--- src/rtl/scene_pkg.sv ---
// rtl/scene_pkg.sv - shared types, colours and reset positions for the scene compositor
package scene_pkg;

    typedef logic [11:0] rgb12_t;

    typedef enum logic [2:0] {L_BG, L_NET, L_P2, L_P1, L_BALL} layer_t;

    localparam rgb12_t C_BG   = 12'h8CF;
    localparam rgb12_t C_P1   = 12'hF40;
    localparam rgb12_t C_P2   = 12'h04F;
    localparam rgb12_t C_BALL = 12'hFF0;
    localparam rgb12_t C_NET  = 12'hFFF;

    localparam int SCREEN_W = 640;
    localparam int SCREEN_H = 480;

    typedef struct packed {
        logic [9:0] p1_x;
        logic [9:0] p1_y;
        logic [9:0] p2_x;
        logic [9:0] p2_y;
        logic [9:0] ball_x;
        logic [9:0] ball_y;
        logic       smash;
    } snapshot_t;

    localparam snapshot_t SNAP_RESET = '{
        p1_x: 10'd100, p1_y: 10'd352,
        p2_x: 10'd520, p2_y: 10'd352,
        ball_x: 10'd120, ball_y: 10'd50,
        smash: 1'b0
    };

    // Half-open span test done in 11 bits so a sprite near the right/bottom
    // edge clips instead of wrapping back to column/row 0.
    function automatic logic in_span(input logic [9:0] c, input logic [9:0] lo,
                                     input logic [10:0] len);
        return ({1'b0, c} >= {1'b0, lo}) && ({1'b0, c} < ({1'b0, lo} + len));
    endfunction

endpackage

--- src/rtl/scene_snapshot.sv ---
// rtl/scene_snapshot.sv - tear-free shadow/active double buffer of the physics snapshot
//   clk, rst_n      clock, asynchronous active-low reset
//   phys_valid      snapshot strobe, loads shadow (or active directly with frame_start)
//   frame_start     vertical-blank pulse, commits a pending shadow to active
//   snap_in         live snapshot inputs
//   active          snapshot used for rendering; changes only on frame_start
module scene_snapshot
    import scene_pkg::*;
(
    input  logic      clk,
    input  logic      rst_n,
    input  logic      phys_valid,
    input  logic      frame_start,
    input  snapshot_t snap_in,
    output snapshot_t active
);

    snapshot_t shadow;
    logic      pending;

    always_ff @(posedge clk or negedge rst_n) begin
        if (!rst_n) begin
            shadow  <= SNAP_RESET;
            active  <= SNAP_RESET;
            pending <= 1'b0;
        end else if (phys_valid && frame_start) begin
            // Coincident strobe bypasses the shadow so the newest data is shown now.
            shadow  <= snap_in;
            active  <= snap_in;
            pending <= 1'b0;
        end else if (phys_valid) begin
            shadow  <= snap_in;
            pending <= 1'b1;
        end else if (frame_start && pending) begin
            active  <= shadow;
            pending <= 1'b0;
        end
    end

endmodule

--- src/rtl/scene_compositor.sv ---
// rtl/scene_compositor.sv - renders players/ball/net per pixel from a double-buffered physics snapshot and keeps score
//   Optional macro SMASH_FLASH_EN: ball colour toggles to ~C_BALL every 4 frames while smashing.
//   clk, rst_n                 clock, asynchronous active-low reset
//   phys_valid + p1/p2/ball    physics snapshot strobe and positions, ball_is_smash flag
//   game_over, winner          point result, sampled on phys_valid
//   frame_start                start of vertical blank
//   pix_valid, h_cnt, v_cnt    visible pixel coordinate
//   rgb_out, rgb_valid         pixel colour, 2 cycles after the coordinate
//   p1_score, p2_score         saturating scores
//   match_over                 sticky match end flag
module scene_compositor
    import scene_pkg::*;
#(
    parameter int BALL_SZ   = 80,
    parameter int PLAYER_SZ = 128,
    parameter int NET_X0    = 317,
    parameter int NET_TOP   = 300,
    parameter int WIN_SCORE = 7
) (
    input  logic        clk,
    input  logic        rst_n,
    input  logic        phys_valid,
    input  logic [9:0]  p1_x,
    input  logic [9:0]  p1_y,
    input  logic [9:0]  p2_x,
    input  logic [9:0]  p2_y,
    input  logic [9:0]  ball_x,
    input  logic [9:0]  ball_y,
    input  logic        ball_is_smash,
    input  logic        game_over,
    input  logic [1:0]  winner,
    input  logic        frame_start,
    input  logic        pix_valid,
    input  logic [9:0]  h_cnt,
    input  logic [9:0]  v_cnt,
    output logic [11:0] rgb_out,
    output logic        rgb_valid,
    output logic [3:0]  p1_score,
    output logic [3:0]  p2_score,
    output logic        match_over
);

    localparam logic [10:0] BALL_LEN   = 11'(BALL_SZ);
    localparam logic [10:0] PLAYER_LEN = 11'(PLAYER_SZ);
    localparam logic [9:0]  NET_LEFT   = 10'(NET_X0);
    localparam logic [10:0] NET_ROW    = 11'(NET_TOP);
    localparam logic [3:0]  WIN        = 4'(WIN_SCORE);

    snapshot_t snap_in;
    snapshot_t active;

    assign snap_in = '{p1_x: p1_x, p1_y: p1_y, p2_x: p2_x, p2_y: p2_y,
                       ball_x: ball_x, ball_y: ball_y, smash: ball_is_smash};

    scene_snapshot u_snap (
        .clk         (clk),
        .rst_n       (rst_n),
        .phys_valid  (phys_valid),
        .frame_start (frame_start),
        .snap_in     (snap_in),
        .active      (active)
    );

    logic flash_s1;

`ifdef SMASH_FLASH_EN
    logic [2:0] flash_cnt;

    always_ff @(posedge clk or negedge rst_n) begin
        if (!rst_n) begin
            flash_cnt <= 3'd0;
            flash_s1  <= 1'b0;
        end else begin
            if (frame_start) flash_cnt <= flash_cnt + 3'd1;
            flash_s1 <= active.smash & flash_cnt[2];
        end
    end
`else
    logic unused_smash;
    assign unused_smash = active.smash;
    assign flash_s1     = 1'b0;
`endif

    // Stage 1: hit tests against the active snapshot.
    logic hit_ball_s1, hit_p1_s1, hit_p2_s1, hit_net_s1, pv_s1;

    always_ff @(posedge clk or negedge rst_n) begin
        if (!rst_n) begin
            hit_ball_s1 <= 1'b0;
            hit_p1_s1   <= 1'b0;
            hit_p2_s1   <= 1'b0;
            hit_net_s1  <= 1'b0;
            pv_s1       <= 1'b0;
        end else begin
            hit_ball_s1 <= in_span(h_cnt, active.ball_x, BALL_LEN) &&
                           in_span(v_cnt, active.ball_y, BALL_LEN);
            hit_p1_s1   <= in_span(h_cnt, active.p1_x, PLAYER_LEN) &&
                           in_span(v_cnt, active.p1_y, PLAYER_LEN);
            hit_p2_s1   <= in_span(h_cnt, active.p2_x, PLAYER_LEN) &&
                           in_span(v_cnt, active.p2_y, PLAYER_LEN);
            hit_net_s1  <= in_span(h_cnt, NET_LEFT, 11'd6) && ({1'b0, v_cnt} >= NET_ROW);
            pv_s1       <= pix_valid;
        end
    end

    // Stage 2: priority select, later assignments win.
    layer_t layer;
    rgb12_t colour;

    always_comb begin
        layer  = L_BG;
        colour = C_BG;
        if (hit_net_s1)  layer = L_NET;
        if (hit_p2_s1)   layer = L_P2;
        if (hit_p1_s1)   layer = L_P1;
        if (hit_ball_s1) layer = L_BALL;
        case (layer)
            L_NET:   colour = C_NET;
            L_P2:    colour = C_P2;
            L_P1:    colour = C_P1;
            L_BALL:  colour = flash_s1 ? ~C_BALL : C_BALL;
            default: colour = C_BG;
        endcase
    end

    always_ff @(posedge clk or negedge rst_n) begin
        if (!rst_n) begin
            rgb_out   <= '0;
            rgb_valid <= 1'b0;
        end else begin
            rgb_out   <= pv_s1 ? colour : '0;
            rgb_valid <= pv_s1;
        end
    end

    // Score: a point is a rising edge of game_over as seen across strobes.
    logic go_prev;
    logic point;

    assign point = phys_valid && game_over && !go_prev && !match_over;

    always_ff @(posedge clk or negedge rst_n) begin
        if (!rst_n) begin
            go_prev    <= 1'b0;
            p1_score   <= 4'd0;
            p2_score   <= 4'd0;
            match_over <= 1'b0;
        end else begin
            if (phys_valid) go_prev <= game_over;
            if (point && winner == 2'd1 && p1_score < WIN) p1_score <= p1_score + 4'd1;
            if (point && winner == 2'd2 && p2_score < WIN) p2_score <= p2_score + 4'd1;
            if (p1_score == WIN || p2_score == WIN) match_over <= 1'b1;
        end
    end

endmodule

--- config.mk ---
export PLATFORM = sky130hd
export DESIGN_NAME = scene_compositor
export DESIGN_NICKNAME = d
export VERILOG_FILES = /design/src/rtl/scene_pkg.sv /design/src/rtl/scene_snapshot.sv /design/src/rtl/scene_compositor.sv
export SDC_FILE = /design/constraint.sdc
export NUM_CORES = 1
export LEC_CHECK = 0
export ABC_AREA = 1
export CAP_MARGIN = 10
export CORE_MARGIN = 2
export CORE_UTILIZATION = 45
export DETAILED_ROUTE_END_ITERATION = 7
export PLACE_DENSITY_LB_ADDON = 0.05
export SYNTH_ARGS = -nofsm -noshare
export SYNTH_HDL_FRONTEND = slang
export SYNTH_SLANG_ARGS = --single-unit
--- constraint.sdc ---
create_clock -name clk -period 5.1 [get_ports clk]
set_clock_uncertainty 0.15 [all_clocks]
set_input_delay 0.51 -clock clk [delete_from_list [all_inputs] [get_ports clk]]
set_output_delay 0.51 -clock clk [all_outputs]
set_load 0.05 [all_outputs]
==> results.sh, run 1 <==
export IMPL_outcome="completed"
export IMPL_ys_flop_type="dfrtp_1"
export IMPL_place_hpwl_um=12400
export IMPL_grt_max_degree=92
export IMPL_met2_usage_pct=29.6
export IMPL_p_per_area_nw_per_um2=342
export IMPL_fp_dieArea_um2=19000
export IMPL_place_congestion=0.846
export IMPL_grt_pass1_wl_um=29000
export IMPL_area_growth_pct=21.8
export IMPL_crit_path_cell_trace="clkdlybuf4s50_1"
export IMPL_fin_worst_hold_slack_ns=0.00544
export IMPL_port_buffers=109
export IMPL_synth_yosys_seq_area_share_pct=44.5
export IMPL_synth_most_common_cell="nand2_1"
export IMPL_drcViolationCount=0
export IMPL_cp_required_ns=4.44
export IMPL_ys_warn_count=0
export IMPL_fin_crit_ns=2.33
export IMPL_dr_first_iter_drc_count=197
export IMPL_max_cap_violations=0
export IMPL_grt_util_met1_pct=29.1
export IMPL_cts_resized=0
export IMPL_critPathKind="flop to primary output"
export IMPL_use_met3_pct=3.00
export IMPL_timing_fmax_ghz=0.430
export IMPL_htree_levels=4
export IMPL_synth_edf_count=0
export IMPL_yosys_area_top_type="dfrtp_1"
export IMPL_clockBufferDepth=2
export IMPL_syn_instance_count=994
export IMPL_ys_async_sr_fraction_pct=100
export IMPL_slowest_stage="clkdlybuf4s50_1"
export IMPL_ctsHoldBuffers=0
export IMPL_setup_violations=0
export IMPL_routedWlPerCell_um=12.9
export IMPL_synth_xor_area_share_pct=1.52
export IMPL_clock_latency_ns=0.42
export IMPL_max_slew_worst_pin_slew_ns=1.07
export IMPL_vias=6337
export IMPL_slew_viol_final=0
export IMPL_antenna_left=0
export IMPL_n_fill_cell=1644
export IMPL_fin_nets=1275
export IMPL_fin_setup_tns_ns=0
export IMPL_grt_overflow=0
export IMPL_synth_area_mux_share_pct=0
export IMPL_antenna_found_initial=0
export IMPL_cp_top_family="buffers and inverters"
export IMPL_synth_common_cells="369 x nand2_1, 110 x inv_1, 106 x dfrtp_1"
export IMPL_setup_ws_ns=2.77
export IMPL_cp_start_kind="flop"
export IMPL_leakage_nw=4.98
export IMPL_design_core_area_um2=17400
export IMPL_path_max_fanout=3
export IMPL_routed_via_density=4.76
export IMPL_finalHoldViolCount=0
export IMPL_firstDrtPassIters=4
export IMPL_clock_root_buffer="clkbuf_16"
export IMPL_detail_route_wirelength_um=17200
export IMPL_busiest_layer="met2"
export IMPL_yosys_cell_types_count=32
export IMPL_critical_path_buf_inv_count=1
export IMPL_postSynthAreaPerCell_um2=8.13
export IMPL_num_rows=48
export IMPL_cts_num_sinks=142
export IMPL_netlist_area_um2=8080
export IMPL_initial_utilization_pct=46.4
export IMPL_rsz0062_at_grt="false"
export IMPL_cts_buffers=17
export IMPL_maxSlewHeadroom_pct=28.5
export IMPL_syn_nets=1175
export IMPL_cp_arrival_ns=1.67
export IMPL_fin_crit_sh_pct=45.6
export IMPL_drive_gt1_share_pct=7.05
export IMPL_track_usage_pct=19.8
export IMPL_synth_top_cells_by_area="dfrtp_1 33%, nand2_1 17%, ha_1 14%"
export IMPL_slowest_delay_ns=0.83
export IMPL_cts_tree="yes"
export IMPL_grt_pass1_vias=5982
export IMPL_diodes=0
export IMPL_synth_top_family_by_area="simple AND/OR/NAND/NOR gates"
export IMPL_pre_cts_slack_ns=2.31
export IMPL_ys_ff_latch=142
export IMPL_synth_compound_area_share_pct=9.03
export IMPL_synth_simple_area_share_pct=23.1
export IMPL_die_w_um=138
export IMPL_cp_end_kind="primary output"
export IMPL_post_cts_buffers=0
export IMPL_cts_clk_slew_worst_paths_ns=0.06
export IMPL_min_path_type="input pin to asynchronous set/reset pin"
export IMPL_synthAdderAreaFrac_pct=14.2
export IMPL_ios=111
export IMPL_synth_top_area_share_pct=32.8
export IMPL_die_h_um=138
export IMPL_irDropWorstVdd_mv=0.254
cell type report:
class | count | area (um^2) | area share, %
clock buffers | 22 | 464 | 4.72
clock inverters | 10 | 90.1 | 0.916
inverters | 112 | 420 | 4.27
multi-input cells | 708 | 3870 | 39.3
flip-flops and latches | 142 | 3600 | 36.6
well taps | 225 | 282 | 2.86
repair buffers | 113 | 1120 | 11.4
worst paths after layout:
path	slack, ns	to	from	cells past startpoint
min in group clk	0.25	rgb_out[6]$_DFF_PN0_	pv_s1$_DFF_PN0_	0
worst min register to register	0.25	rgb_out[6]$_DFF_PN0_	pv_s1$_DFF_PN0_	0
max in group asynchronous	3.65	rgb_out[5]$_DFF_PN0_	rst_n	2
worst max-delay path	2.77	match_over	match_over$_DFFE_PN0P_	1
worst min-delay path	0.005	u_snap.shadow[39]$_DFFE_PN0P_	rst_n	1
worst max register to register	2.84	hit_ball_s1$_DFF_PN0_	u_snap.active[15]$_DFFE_PN1P_	10
cells by family after synthesis:
kind of cell               after synthesis
xor gates and xnor gates                14
AOI/OAI and AO/OA                      134
adders and majority gates               92
DFF                                    142
buffers and inverters                  144
and+or+nand+nor                        468
layer usage:
| metal | vias to the layer above | share of wire [%] |
|---|---|---|
| met2 | 100 | 43 |
| met1 | 2857 | 52 |
| met5 | - | 0 |
| met4 | 0 | 1.8 |
| li1 | 3359 | - |
| met3 | 21 | 3.2 |
power by group:
| part | switching (mW) | internal, mW | total (mW) |
|---|---|---|---|
| registers | 0.0600 | 1.28 | 1.34 |
| logic | 0.507 | 0.353 | 0.860 |
| clock network | 0.470 | 0.694 | 1.16 |
flip-flops by register name, summed over array words and instances, names as in the netlist:
| signal | cells |
|---|---|
| u_snap.active | 60 |
| u_snap.shadow | 60 |
| rgb_out | 6 |
| p1_score | 4 |
| p2_score | 4 |
| go_prev | 1 |
| hit_ball_s1 | 1 |
| hit_net_s1 | 1 |
| hit_p1_s1 | 1 |
| hit_p2_s1 | 1 |
| match_over | 1 |
| pv_s1 | 1 |
| u_snap.pending | 1 |
per-stage QoR:
stage,util [%],cell area [um^2],power (mW),cells
2_1_floorplan,-,8080,1.96,994
3_3_place_gp,53.3,9280,2.21,1300
3_5_place_dp,53.3,9280,2.22,1300
4_1_cts,56.5,9840,3.41,1332
5_1_grt,56.5,9840,3.60,1332
6_report,56.5,9840,3.36,1332
cell usage in the layout (no fill, tap or decap), drive strengths merged:
cell type and count:
nor3b 3, inv 112, clkdlybuf4s50 107, nor2 52, nand3b 2, clkinv 6, bufinv 1, o31ai 1
or3 1, clkinvlp 3, clkbuf 22, a21oi 48, buf 6, o21bai 4, nor3 7, dfrtp 106
ha 92, nand4 7, o21ai 67, xnor2 5, nand2 370, o21a 8, nand3 26, dfstp 36
a21o 5, o211ai 1, xor2 9
No activity file was read; power rests on OpenSTA's default activity.
==> run 2, diff against run 1 <==
==> constraint.sdc (replaced) <==
create_clock -name clk -period 1.95 [get_ports clk]
set_clock_uncertainty 0.15 [all_clocks]
set_input_delay 0.195 -clock clk [delete_from_list [all_inputs] [get_ports clk]]
set_output_delay 0.195 -clock clk [all_outputs]
set_load 0.05 [all_outputs]
==> results.sh, run 2 (synthesis gave the netlist of run 1 again) <==
export IMPL_dpl_cell_area_um2=9640
export IMPL_cts_buffers=17
export IMPL_cp_common_cell="nand2_1"
export IMPL_detail_route_wirelength_um=18000
export IMPL_max_slew_worst_pin_slew_ns=0.556
export IMPL_crit_path_cell_trace="ha_4, inv_1, nand2_1, nand2_1, xor2_1, ha_1, a21o_1, nand3_1, nand2_1, inv_1, nand4_1, nor2_1"
export IMPL_diodes=0
export IMPL_initial_utilization_pct=46.4
export IMPL_htree_levels=4
export IMPL_switching_share_pct=31.1
export IMPL_cp_end_kind="flop"
export IMPL_place_hpwl_um=13500
export IMPL_fin_area_um2=10400
export IMPL_cp_start_kind="flop"
export IMPL_cts_tree="yes"
export IMPL_setup_violations=1
export IMPL_p_per_area_nw_per_um2=889
export IMPL_p_clk_share_pct=35.4
export IMPL_critPathKind="flop to flop"
export IMPL_cts_clk_slew_worst_paths_ns=0.06
export IMPL_die_h_um=138
export IMPL_grt_max_degree=69
export IMPL_rsz0062_at_grt="true"
export IMPL_cp_required_ns=2.16
export IMPL_design_core_area_um2=17400
export IMPL_routed_via_density=4.72
export IMPL_vias=6484
export IMPL_num_rows=48
export IMPL_place_congestion=0.847
export IMPL_irDropWorstVdd_mv=0.635
export IMPL_clock_root_buffer="clkbuf_16"
export IMPL_max_cap_violations=0
export IMPL_slew_viol_final=0
export IMPL_fin_crit_ns=2.02
export IMPL_seqPwrFrac_pct=38.2
export IMPL_cp_arrival_ns=2.23
export IMPL_fp_dieArea_um2=19000
export IMPL_clock_latency_ns=0.43
export IMPL_track_usage_pct=20.3
export IMPL_intPower_mw=6.35
export IMPL_port_buffers=109
export IMPL_slowest_delay_ns=0.57
export IMPL_drcViolationCount=0
export IMPL_slowest_stage="dfstp_2"
export IMPL_fin_crit_sh_pct=104
export IMPL_clockBufferDepth=2
export IMPL_power_switching_mw=2.86
export IMPL_setup_ws_ns=-0.0694
export IMPL_cts_num_sinks=142
export IMPL_final_cell_mix="367 x nand2_1, 110 x inv_1, 106 x dfrtp_1"
export IMPL_min_path_type="input pin to flop"
export IMPL_path_max_fanout=3
export IMPL_area_growth_pct=28.2
export IMPL_cp_top_family="flip-flops"
export IMPL_finalHoldViolCount=0
export IMPL_antenna_found_initial=0
export IMPL_antenna_left=0
export IMPL_routedWlPerCell_um=13.1
export IMPL_outcome="finished with violations"
export IMPL_firstDrtPassIters=5
export IMPL_reg_top3="u_snap.active (60), u_snap.shadow (60), rgb_out (6)"
export IMPL_drive_gt1_share_pct=11.7
export IMPL_fin_nets=1317
export IMPL_maxSlewHeadroom_pct=63.0
export IMPL_violations="negative setup slack"
export IMPL_final_util_pct=59.5
export IMPL_n_fill_cell=1589
export IMPL_critical_path_buf_inv_count=2
export IMPL_leakage_nw=5.33
export IMPL_fin_worst_hold_slack_ns=0.0614
export IMPL_final_common_cell="nand2_1"
export IMPL_die_w_um=138
export IMPL_grt_pass1_wl_um=30000
export IMPL_timing_fmax_ghz=0.495
export IMPL_grt_pass1_vias=6280
export IMPL_dr_first_iter_drc_count=256
export IMPL_ios=111
export IMPL_comb_power_share_pct=26.4
export IMPL_grt_overflow=0
run 2: changes by cell type in the layout (fill, tap and decap cells not counted), moves of 3 or more:
cell             before  now
dlygate4sd2_1         0   13
a21oi_2               0    3
ha_4                  0    4
buf_4                 4   39
a21oi_1              48   45
clkdlybuf4s50_1     107   87
ha_1                 92   88
buf_12                0    5
dlymetal6s2s_1        0    7
run 2: power groups by stage:
| stage | Combinational (mW) | Sequential, mW | Clock, mW |
|---|---|---|---|
| after detailed placement | 2.39 | 3.56 | 0 |
| final | 2.44 | 3.51 | 3.26 |
| after global placement | 2.35 | 3.55 | 0 |
| after CTS | 2.41 | 3.52 | 3.32 |
| after floorplan | 1.54 | 3.58 | 0 |
| after global routing | 2.81 | 3.55 | 3.44 |
run 2: worst paths after layout:
check	start	endpoint	slack, ns	cells past startpoint
setup / recovery	u_snap.active[5]$_DFFE_PN1P_	hit_ball_s1$_DFF_PN0_	-0.07	12
hold / removal	pix_valid	pv_s1$_DFF_PN0_	0.06	1
setup reg to reg	u_snap.active[5]$_DFFE_PN1P_	hit_ball_s1$_DFF_PN0_	-0.07	12
hold reg to reg	pv_s1$_DFF_PN0_	rgb_out[6]$_DFF_PN0_	0.23	0
max in group asynchronous	rst_n	u_snap.shadow[47]$_DFFE_PN1P_	0.92	3
min in group asynchronous	rst_n	u_snap.shadow[39]$_DFFE_PN0P_	0.09	2
run 2: final cells by class:
| type | count | area (um^2) | area share (%) |
|---|---|---|---|
| clock buffer | 20 | 457 | 4.41 |
| clock inverter | 12 | 136 | 1.32 |
| inverter | 112 | 420 | 4.06 |
| multi-input combinational | 708 | 3960 | 38.2 |
| sequential | 142 | 3600 | 34.8 |
| tap | 225 | 282 | 2.72 |
| timing repair buffer | 155 | 1500 | 14.5 |
run 2: metal layers:
layer / GRT usage [%] / vias up / wire length (um)
li1: - / 3440 / -
met1: 29.0 / 2921 / 9240
met2: 31.2 / 100 / 7880
met3: 3.40 / 23 / 525
met4: 7.43 / 0 / 326
met5: 0 / - / 0
run 2: repair_timing:
action / CTS / global route
setup endpoints to repair: 16 / 10
gates resized for setup: 21 / 19
buffers inserted: 0 / 1
hold buffers: 2 / 0
hold endpoints to repair: 117 / 0
pin swaps: 4 / 3
run 2: through the flow:
step / instances / power [mW] / worst slack, ns / setup TNS, ns
floorplan: 994 / 5.12 / 0.0270 / 0
global placement: 1339 / 5.89 / -0.0662 / -0.196
detailed placement: 1339 / 5.95 / -0.106 / -0.344
CTS: 1373 / 9.24 / -0.0857 / -0.0857
global route: 1374 / 9.80 / -0.194 / -0.195
finish: 1374 / 9.21 / -0.0694 / -0.0694
